===== src/rtl/fc_2nd_sequencer.sv =====
// Second fully-connected layer sequencer: walks the weight RAM, and five MAC lanes
// accumulate bias + sum(W_k * activation). Each lane's sum is handed out with a Done pulse.

module fc_2nd_mac_lane #(
  parameter int Bit_width = 16,
  parameter int Acc_width = 32,
  parameter int Frac_Bits = 8
) (
  input  logic                        clk,
  input  logic                        reset,
  input  logic                        mac_en,
  input  logic                        first,
  input  logic                        load_res,
  input  logic signed [Bit_width-1:0] bias,
  input  logic signed [Bit_width-1:0] w,
  input  logic signed [Bit_width-1:0] act,
  output logic signed [Acc_width-1:0] result
);
  logic signed [2*Bit_width-1:0] prod;
  logic signed [Acc_width-1:0]   prod_ext, bias_ext, acc;

  assign prod     = (2*Bit_width)'(w) * (2*Bit_width)'(act);
  assign prod_ext = Acc_width'(prod);
  assign bias_ext = Acc_width'(bias) <<< Frac_Bits;

  // The first consumed index seeds the accumulator with the aligned bias.
  // The sum wraps freely and is not saturated.
  always_ff @(posedge clk) begin
    if (reset) begin
      acc    <= '0;
      result <= '0;
    end else begin
      if (mac_en)   acc    <= (first ? bias_ext : acc) + prod_ext;
      if (load_res) result <= acc;
    end
  end
endmodule

module fc_2nd_sequencer #(
  parameter int Bit_width = 16,
  parameter int RAM_Depth = 10,
  parameter int Acc_width = 32,
  parameter int Frac_Bits = 8
) (
  input  logic                        CLK,
  input  logic                        Reset,
  input  logic                        Start,
  input  logic [3:0]                  In_Len,
  output logic                        RAM_Enable,
  output logic [3:0]                  RAM_Width,
  output logic [3:0]                  Act_Addr,
  input  logic signed [Bit_width-1:0] W_Bias,
  input  logic signed [Bit_width-1:0] W_1,
  input  logic signed [Bit_width-1:0] W_2,
  input  logic signed [Bit_width-1:0] W_3,
  input  logic signed [Bit_width-1:0] W_4,
  input  logic signed [Bit_width-1:0] W_5,
  input  logic signed [Bit_width-1:0] Act_Data,
  output logic                        Busy,
  output logic                        Done,
  output logic                        Err,
  output logic signed [Acc_width-1:0] Result_1,
  output logic signed [Acc_width-1:0] Result_2,
  output logic signed [Acc_width-1:0] Result_3,
  output logic signed [Acc_width-1:0] Result_4,
  output logic signed [Acc_width-1:0] Result_5
);
  localparam int NUM_LANES = 5;

  typedef enum logic [1:0] {IDLE, RUN, FINISH} state_t;

  state_t     state;
  logic [3:0] len, cnt;
  logic       len_ok;

  logic [NUM_LANES-1:0][Bit_width-1:0] w_lane;
  logic [NUM_LANES-1:0][Acc_width-1:0] res_lane;

  assign len_ok   = (In_Len != 4'd0) && (int'(In_Len) <= RAM_Depth);
  assign Act_Addr = RAM_Width;
  assign w_lane   = {W_5, W_4, W_3, W_2, W_1};

  // cnt is the index consumed on the current RUN edge, one behind the issued index.
  always_ff @(posedge CLK) begin
    if (Reset) begin
      state      <= IDLE;
      len        <= '0;
      cnt        <= '0;
      RAM_Enable <= 1'b0;
      RAM_Width  <= '0;
      Busy       <= 1'b0;
      Done       <= 1'b0;
      Err        <= 1'b0;
    end else begin
      Done <= 1'b0;
      Err  <= 1'b0;
      case (state)
        IDLE: if (Start) begin
          if (len_ok) begin
            len        <= In_Len;
            cnt        <= '0;
            RAM_Enable <= 1'b1;
            RAM_Width  <= '0;
            Busy       <= 1'b1;
            state      <= RUN;
          end else begin
            Err <= 1'b1;
          end
        end
        RUN: begin
          cnt <= cnt + 4'd1;
          if (4'(cnt + 4'd1) < len) begin
            RAM_Width  <= cnt + 4'd1;
            RAM_Enable <= 1'b1;
          end else begin
            RAM_Enable <= 1'b0;
          end
          if (cnt == len - 4'd1) state <= FINISH;
        end
        FINISH: begin
          Done  <= 1'b1;
          Busy  <= 1'b0;
          state <= IDLE;
        end
        default: state <= IDLE;
      endcase
    end
  end

  for (genvar l = 0; l < NUM_LANES; l++) begin : g_lane
    fc_2nd_mac_lane #(
      .Bit_width(Bit_width),
      .Acc_width(Acc_width),
      .Frac_Bits(Frac_Bits)
    ) u_lane (
      .clk     (CLK),
      .reset   (Reset),
      .mac_en  (state == RUN),
      .first   (cnt == 4'd0),
      .load_res(state == FINISH),
      .bias    (W_Bias),
      .w       (w_lane[l]),
      .act     (Act_Data),
      .result  (res_lane[l])
    );
  end

  assign Result_1 = res_lane[0];
  assign Result_2 = res_lane[1];
  assign Result_3 = res_lane[2];
  assign Result_4 = res_lane[3];
  assign Result_5 = res_lane[4];
endmodule


===== config.mk =====
export PLATFORM = sky130hd
export DESIGN_NAME = fc_2nd_sequencer
export DESIGN_NICKNAME = d
export VERILOG_FILES = /design/src/rtl/fc_2nd_sequencer.sv
export SDC_FILE = /design/constraint.sdc
export NUM_CORES = 2
export LEC_CHECK = 0
export BUFFER_PORTS_ARGS = -buffer_cell sky130_fd_sc_hd__buf_2
export CAP_MARGIN = 0
export CORE_UTILIZATION = 45
export CTS_CLUSTER_DIAMETER = 100
export DETAILED_ROUTE_END_ITERATION = 8
export PLACE_DENSITY = 0.64
export SKIP_CTS_REPAIR_TIMING = 1
export SLEW_MARGIN = 15
export SYNTH_ARGS = -nofsm -noshare
export SYNTH_HDL_FRONTEND = slang
export SYNTH_SLANG_ARGS = --single-unit

===== constraint.sdc =====
create_clock -name CLK -period 11.6 [get_ports CLK]
set_clock_uncertainty 0.05 [all_clocks]
set_input_delay 1.16 -clock CLK [delete_from_list [all_inputs] [get_ports CLK]]
set_output_delay 1.16 -clock CLK [all_outputs]
set_load 0.02 [all_outputs]

==> metrics.cfg <==
[routing]
wire_per_inst_um = 19.7
highest_layer = met5
first_pass_iters = 6
drtIter0Drc = 3381
drcViolationCount = 0
vias = 49600
detail-route-antenna-nets = 0
wl_met3_mm = 16.5
finalWirelength_mm = 186
viasPerCell = 5.26
dr_wl_met2_mm = 85.2
met1_length_mm = 78.0

[worst_setup_path]
critPathArrivalTime_ns = 8.10
worstPathCellList = buf_2 > buf_4 > nand2_1 > fa_1 > fa_1 > fa_1 > fa_1 > fa_1 > fa_1 > inv_1 > ha_1 > a21o_1 > a21oi_1 > o21ai_0 > a21oi_1 > o221ai_1 > a221o_1 > a311oi_2 > mux2i_1 > o32ai_1
crit_required_ns = 12.00
cp_max_fo = 62
cp_num_cells = 20
crit_path_end_kind = flip-flop
critical-path-max-stage-delay_ns = 0.75
worst-path-buf-inv = 3
slowest_stage = buf_4
crit_top_cell = fa_1
critPathTopFamily = adder cells
worstSetupStartpointType = primary input
reg2reg_depth = 19
worstSetupPathType = in2reg

[floorplan]
design.core.area_sq_um = 146000
start_util_pct = 45.5
num_rows = 140
die_h_um = 387
ios = 291
die_w_um = 387
die_area_sq_um = 150000

[global_routing]
grt.overflow.total = 0
first_global_vias = 53100
grt_max_degree = 161
grt_usage_pct = 25.6
grt_pass1_wl_mm = 300
antenna_found_initial = 33

[yosys]
yosys_warnings = 0
async_reset_ff_share_pct = 0
syn_inst = 7447
ys_seq_area_share_pct = 10.1
synth_cell_types = 78
syn_area_sq_um = 66700
ys.flop_type = dfxtp_1
ys_ff_latch = 338
synth-edff-count = 0
synth_area_per_cell_sq_um = 8.96
synth_nets = 9523

[sta]
rsz0062_at_grt = no
tns_ns = 0
fmax_ghz = 0.130
min_period_ns = 7.70
setup-violations-final = 0
hold_viol = 0
fin_crit_sh_pct = 66.4
drv_slew = 0
relSlewSlack_pct = 21.0
worstMarginPinSlew_ns = 1.18

[placed_design]
dp_hpwl_mm = 144
io_buffers = 290
gp_congestion = 0.894
dpl_cell_area_sq_um = 69600

[flow_run]
cap_violations = 0

[cells_and_area]
fin_area_sq_um = 71200
final_common_cell = inv_1
multiInputGateArea_sq_um = 52500
area_growth_pct = 6.73
seqCellArea_sq_um = 6770
fillers = 14000
nets = 9547
final_cell_mix = 1617 x inv_1, 1460 x fa_1, 1161 x nand2_1
drive_above_1_share_pct = 6.02

[clocking]
clock_latency_ns = 0.63
path_clk_slew_ns = 0.05
cts_buffer_depth = 3
root_buffer = clkbuf_16
cts_tree = built
cts_sinks = 338
htree_levels = 2
cts_buffers = 46

[hold_path]
hold_depth = 2
hp-class = reg2reg

[run_status]
outcome = completed

-- routing by layer --
| metal | vias to the layer above | GRT usage [%] |
|---|---|---|
| met5 | - | 0 |
| met3 | 311 | 6.56 |
| met1 | 25400 | 34.1 |
| met4 | 44 | 7.92 |
| li1 | 22300 | - |
| met2 | 1590 | 41.0 |
-- worst paths after layout --
check	from	endpoint	slack, ns
worst min register to register	g_lane[1].u_lane.result[22]$_SDFFE_PP0P_	g_lane[1].u_lane.result[22]$_SDFFE_PP0P_	0.40
worst min-delay path	g_lane[1].u_lane.result[22]$_SDFFE_PP0P_	g_lane[1].u_lane.result[22]$_SDFFE_PP0P_	0.40
worst max-delay path	Act_Data[10]	g_lane[3].u_lane.acc[31]$_SDFFE_PP0P_	3.90
worst max register to register	cnt[2]$_SDFFE_PP0P_	g_lane[2].u_lane.acc[28]$_SDFFE_PP0P_	4.32
-- stage by stage --
stage | hold WS (ns) | utilization, % | worst slack, ns | cells
floorplan | 0.391 | - | 4.32 | 7447
global placement | 0.391 | 47.6 | 3.40 | 9340
detailed placement | 0.393 | 47.6 | 3.32 | 9340
CTS | 0.403 | 48.6 | 3.97 | 9425
global route | 0.420 | 48.6 | 3.59 | 9428
finish | 0.398 | 48.6 | 3.90 | 9437
-- final cells by class --
cell class                 instances  share of cell area (%)
timing repair buffer             336                    2.61
sequential                       338                    9.50
tap                             1917                    3.37
antenna                           12                  0.0422
clock buffer                      60                    1.82
inverter                        1618                    8.53
clock inverter                    25                   0.309
multi-input combinational       5131                    73.8
-- worst reg2reg max path, stage by stage (launching register included) --
cell and delay, ns:
dfxtp_1 0.37, nor2_1 0.72, and3_1 0.96, a21o_1 0.16, ha_1 0.25, fa_1 0.43, fa_1 0.52, fa_1 0.56
inv_1 0.06, fa_1 0.47, inv_1 0.04, ha_1 0.32, a211o_1 0.29, a211oi_1 0.34, o22ai_1 0.29, a2111oi_2 0.59
o311ai_1 0.25, a31oi_1 0.24, xor2_1 0.15, o21ai_0 0.08
-- flip-flops by register name (all words and copies together), names as in the netlist --
register / flops
Busy: 1
Err: 1
RAM_Enable: 1
Done: 1
cnt: 4
len: 4
Act_Addr: 4
g_lane.u_lane.result: 160
g_lane.u_lane.acc: 160
state: 2
-- synthesized netlist by cell type (25+ instances only) --
cell type	instances	area, sq um
xor2_1	58	508
a21o_1	173	1300
a211oi_1	31	233
fa_1	1460	29200
and2_1	644	4030
clkbuf_1	336	1260
dfxtp_1	338	6770
nor2_1	165	619
nand3_1	27	135
a21oi_1	361	1810
xnor2_1	131	1150
and3_1	25	156
o21ai_0	98	490
nand2_1	1162	4360
nand2b_1	45	282
inv_1	1618	6070
ha_1	497	6220
-- cell families after synthesis --
kind of cell | after synthesis | share of synthesized area, %
XOR/XNOR | 189 | 2.48
buffers and inverters | 1978 | 11.2
AND/OR/NAND/NOR | 2162 | 15.3
AO/OA/AOI/OAI | 816 | 7.69
multiplexers | 7 | 0.105
flip-flops | 338 | 10.1
adder cells (fa/ha/maj) | 1957 | 53.1
Power is left out: the tool's default activity adds up to more than one toggle a clock period on the data nets, which glitch-free logic cannot reach.
